==> config.mk <==
export PLATFORM = sky130hd
export DESIGN_NAME = ram_arbiter
export DESIGN_NICKNAME = d
export VERILOG_FILES = /design/src/rtl/ram_arbiter.sv
export SDC_FILE = /design/constraint.sdc
export NUM_CORES = 1
export LEC_CHECK = 0
export ABC_AREA = 1
export CORE_UTILIZATION = 40
export CTS_BUF_LIST = sky130_fd_sc_hd__clkbuf_8
export DETAILED_ROUTE_END_ITERATION = 12
export PLACE_DENSITY = 0.86
export SYNTH_ARGS = -nofsm -noshare
export SYNTH_HDL_FRONTEND = slang
export SYNTH_SLANG_ARGS = --single-unit
==> constraint.sdc <==
create_clock -name clk -period 1.74 [get_ports clk]
set_clock_uncertainty 0.05 [all_clocks]
set_input_delay 0.348 -clock clk [delete_from_list [all_inputs] [get_ports clk]]
set_output_delay 0.348 -clock clk [all_outputs]
set_load 0.05 [all_outputs]
==> src/rtl/ram_arbiter.sv <==
// Two-requester round-robin arbiter in front of a single-port byte-addressed data RAM.
// Each access takes one ACCESS cycle followed by a one-cycle response in IDLE.
module ram_arbiter #(
   parameter int unsigned RAM_BYTES = 128
) (
   input  logic        clk,
   input  logic        rst,
   input  logic        m0_req,
   input  logic        m0_we,
   input  logic [31:0] m0_addr,
   input  logic [31:0] m0_wdata,
   input  logic [2:0]  m0_ubhw,
   output logic        m0_gnt,
   output logic        m0_rvalid,
   output logic [31:0] m0_rdata,
   output logic        m0_err,
   input  logic        m1_req,
   input  logic        m1_we,
   input  logic [31:0] m1_addr,
   input  logic [31:0] m1_wdata,
   input  logic [2:0]  m1_ubhw,
   output logic        m1_gnt,
   output logic        m1_rvalid,
   output logic [31:0] m1_rdata,
   output logic        m1_err,
   output logic [31:0] ram_addr,
   output logic [31:0] ram_din,
   output logic        ram_we,
   output logic [2:0]  ram_ubhw,
   input  logic [31:0] ram_dout
);

   typedef enum logic {IDLE, ACCESS} state_t;

   state_t      state_reg, state_next;
   logic        ptr_reg, ptr_next;        // id of the requester granted last
   logic        winner_reg, winner_next;
   logic        held_we_reg, held_we_next;
   logic [31:0] held_addr_reg, held_addr_next;
   logic [31:0] held_wdata_reg, held_wdata_next;
   logic [2:0]  held_ubhw_reg, held_ubhw_next;

   logic [1:0]  req_vec;
   logic [1:0]  gnt_vec;
   logic        win_sel;
   logic        access;
   logic        access_err;
   logic [31:0] load_data;

   assign req_vec = {m1_req, m0_req};
   assign win_sel = (req_vec == 2'b11) ? ~ptr_reg : req_vec[1];
   assign access  = (state_reg == ACCESS);

   always_ff @(posedge clk) begin
      if (rst) begin
         state_reg      <= IDLE;
         ptr_reg        <= 1'b1;
         winner_reg     <= 1'b0;
         held_we_reg    <= 1'b0;
         held_addr_reg  <= '0;
         held_wdata_reg <= '0;
         held_ubhw_reg  <= '0;
      end else begin
         state_reg      <= state_next;
         ptr_reg        <= ptr_next;
         winner_reg     <= winner_next;
         held_we_reg    <= held_we_next;
         held_addr_reg  <= held_addr_next;
         held_wdata_reg <= held_wdata_next;
         held_ubhw_reg  <= held_ubhw_next;
      end
   end

   always_comb begin
      state_next      = state_reg;
      ptr_next        = ptr_reg;
      winner_next     = winner_reg;
      held_we_next    = held_we_reg;
      held_addr_next  = held_addr_reg;
      held_wdata_next = held_wdata_reg;
      held_ubhw_next  = held_ubhw_reg;
      case (state_reg)
         IDLE: begin
            if (|req_vec) begin
               state_next      = ACCESS;
               winner_next     = win_sel;
               ptr_next        = win_sel;
               held_we_next    = win_sel ? m1_we    : m0_we;
               held_addr_next  = win_sel ? m1_addr  : m0_addr;
               held_wdata_next = win_sel ? m1_wdata : m0_wdata;
               held_ubhw_next  = win_sel ? m1_ubhw  : m0_ubhw;
            end
         end
         ACCESS: state_next = IDLE;
         default: state_next = IDLE;
      endcase
   end

   // Reserved size code, misalignment for the selected size, or out of range.
   always_comb begin
      access_err = 1'b0;
      if (held_ubhw_reg[1:0] == 2'b11)
         access_err = 1'b1;
      else if (held_ubhw_reg[1:0] == 2'b01 && held_addr_reg[0])
         access_err = 1'b1;
      else if (held_ubhw_reg[1:0] == 2'b10 && held_addr_reg[1:0] != 2'b00)
         access_err = 1'b1;
      if (held_addr_reg >= 32'(RAM_BYTES))
         access_err = 1'b1;
      access_err = access_err & access;
   end

   assign ram_addr  = access ? held_addr_reg  : '0;
   assign ram_din   = access ? held_wdata_reg : '0;
   assign ram_ubhw  = access ? held_ubhw_reg  : '0;
   // rst gates the write directly so a reset during ACCESS blocks the negedge write.
   assign ram_we    = access & held_we_reg & ~access_err & ~rst;
   assign load_data = (access_err | held_we_reg) ? '0 : ram_dout;

   for (genvar gi = 0; gi < 2; gi++) begin : g_resp
      logic        capture;
      logic        rvalid_reg;
      logic [31:0] rdata_reg;
      logic        err_reg;

      assign capture     = access & (winner_reg == 1'(gi));
      assign gnt_vec[gi] = capture;

      always_ff @(posedge clk) begin
         if (rst) begin
            rvalid_reg <= 1'b0;
            rdata_reg  <= '0;
            err_reg    <= 1'b0;
         end else begin
            rvalid_reg <= capture;
            rdata_reg  <= capture ? load_data : '0;
            err_reg    <= capture & access_err;
         end
      end
   end

   assign m0_gnt    = gnt_vec[0];
   assign m1_gnt    = gnt_vec[1];
   assign m0_rvalid = g_resp[0].rvalid_reg;
   assign m1_rvalid = g_resp[1].rvalid_reg;
   assign m0_rdata  = g_resp[0].rdata_reg;
   assign m1_rdata  = g_resp[1].rdata_reg;
   assign m0_err    = g_resp[0].err_reg;
   assign m1_err    = g_resp[1].err_reg;

endmodule

==> flow_summary.ini <==
[global_routing]
grtUsageTotal_pct = 28.61
antenna_found_initial = 0
grt_pass1_wl_mm = 31.79
grt_max_degree = 69
grt_pass1_vias = 6177
grt.overflow.total = 0

[cts]
htreeDepth = 4
cts-root-buf = clkbuf_8
clock-sinks = 139
clkTransAtPathRegs_ns = 0.09
cts_tree = done
clk_path_buf_depth = 2
cts_buffers = 17
hold_buffers = 0
clk_latency_ns = 0.45

[yosys]
synth_area_leaders = dfxtp_1 50%, nand2_1 14%, a31oi_1 7.5%
ys_seq_area_share_pct = 49.52
synth_top_area_share_pct = 49.52
synth_top_area_cell = dfxtp_1
synth-seq-cells = 139
syn-num-nets = 929
yosysUniqueCellTypes = 27
synth.avg_cell_area_sq_um = 7.423
synth_cells = 757
yosysWarnings = 0
syn_area_sq_um = 5619

[route]
drt-initial-drc-count = 397
drc_errors = 0
vias_per_cell = 5.110
dr.pass1.iters = 5
wl_per_cell_microns = 17.25
routed_wl_mm = 21.86
ant_nets = 0
via_count = 6474

[layout]
fin_util_pct = 81.59
final_nets = 1250
drive_above_1_share_pct = 38.04
multiInputGateArea_sq_um = 2768
diodes = 0
seq_area_sq_um = 2809
areaGrowthSynthToFinish_pct = 95.35
nFillCells = 777

[sta]
finalHoldViolCount = 0
timing.slew.headroom_pct = 67.74
max_clock_freq_ghz = 0.4808
slew_viol_final = 0
min_period_ns = 2.080
setup_slack_ns = -0.3399
worst_slew_pin_slew_ns = 0.4839
tns_ns = -7.707
finalCritPeriodShare_pct = 119.5
rsz0062_at_grt = true
setup_viol = 67

[placement]
port-buffer-count = 309
place_hpwl_mm = 13.37
place.gp.congestion = 0.8193
place_ws_ns = -0.1146

[min_path]
hold_class = in2reg

[critical_path]
worstPathArrival_ns = 1.68
worstSetupPathType = reg2out
critPathMaxFanout = 3
crit_path_end_kind = primary output
cp-start-kind = flip-flop
cp.required_ns = 1.34

[power_and_ir_drop]
p_per_area_nw_per_um2 = 777.2
ir_drop_uv = 517.7
total_leakage_power_nw = 5.272

[floorplanning]
core_area_sq_um = 13450
row_count = 42
top_level_ports = 310
start_util_pct = 41.77
die_x_microns = 120.5
die_h_microns = 120.5
die-area_sq_um = 14530

[run_status]
status = finished, violations left
violations = setup timing

[flow_run]
cap_viol_max_count = 0
[Yosys cell counts, drive strengths merged]
cell type / number
nor2: 82
nor3: 3
dfxtp: 139
a21oi: 1
o21ai: 71
buf: 35
nand2: 218
clkbuf: 20
nand3: 35
a31oi: 67
inv: 85
o22ai: 1
[path summary, 6_finish.rpt]
kind / start / end / slack, ns / cells after the start
setup / recovery: held_addr_reg[16]$_SDFFE_PP0P_ / ram_we / -0.34 / 6
hold / removal: m0_addr[0] / held_addr_reg[0]$_SDFFE_PP0P_ / 0.40 / 3
setup reg to reg: held_addr_reg[16]$_SDFFE_PP0P_ / m1_rdata[0]$_SDFF_PP0_ / 0.04 / 9
hold reg to reg: ptr_reg$_SDFFE_PP1P_ / ptr_reg$_SDFFE_PP1P_ / 0.46 / 2
[kinds of logic after synthesis]
logic type      after synthesis  synth area share (%)
simple gates                338                 25.30
compound gates              140                 14.05
flops                       139                 49.52
buf+inv                     140                 11.13
[stage by stage]
stage	power [mW]	hold WS (ns)	instances	cell area, sq um
floorplan	4.547	0.3671	757	5630
global placement	5.505	0.4324	1206	9475
detailed placement	5.552	0.4437	1206	9475
CTS	8.380	0.3843	1261	10600
global route	8.868	0.3943	1267	10980
finish	8.531	0.4038	1267	10980
[power by group]
part           leakage (nW)  switching (mW)  total (mW)  internal, mW
combinational          3.94            1.25        2.41          1.16
clock                 0.189            1.48        2.55          1.06
sequential             1.14           0.192        3.57          3.38
total                  5.27            2.93        8.53          5.60
[worst max-delay path: stages (launching register included)]
cell,delay (ns)
dfxtp_1,0.35
nor2_1,0.17
nand2_1,0.10
nor2_2,0.13
nand3_2,0.14
nor3_4,0.17
buf_12,0.17
[what timing repair did]
item                                   CTS  global route
gates resized for setup                183           111
endpoints found under the hold margin    0             0
cloned                                   8             2
buffers inserted                        15            11
setup endpoints to repair               69           131
pin swaps                               29            35
[routing by layer]
metal | up-vias | GRT usage (%) | share of wire (%)
met4 | 0 | 15.20 | 3.9
met3 | 60 | 7.972 | 7.3
met2 | 334 | 50.32 | 52
li1 | 3071 | - | -
met5 | - | 0 | 0
met1 | 3009 | 31.11 | 36
[final cells by class]
class	count	area share (%)
tap	176	2.006
inverter	85	3.716
timing repair buffer	357	40.01
sequential	139	25.59
multi-input combinational	478	25.21
clock buffer	17	2.132
clock inverter	15	1.334
[cells in the final DEF, fill, tap and decap left out, drive strengths merged]
master,n
clkdlybuf4s50,171
clkbuf,19
inv,94
clkinv,4
clkinvlp,2
buf,184
a31oi,67
o22ai,1
dfxtp,139
a21oi,1
nand3,35
o21ai,71
nor3,3
nand2,218
nor2,82
No activity file was read; power rests on OpenSTA's default activity.
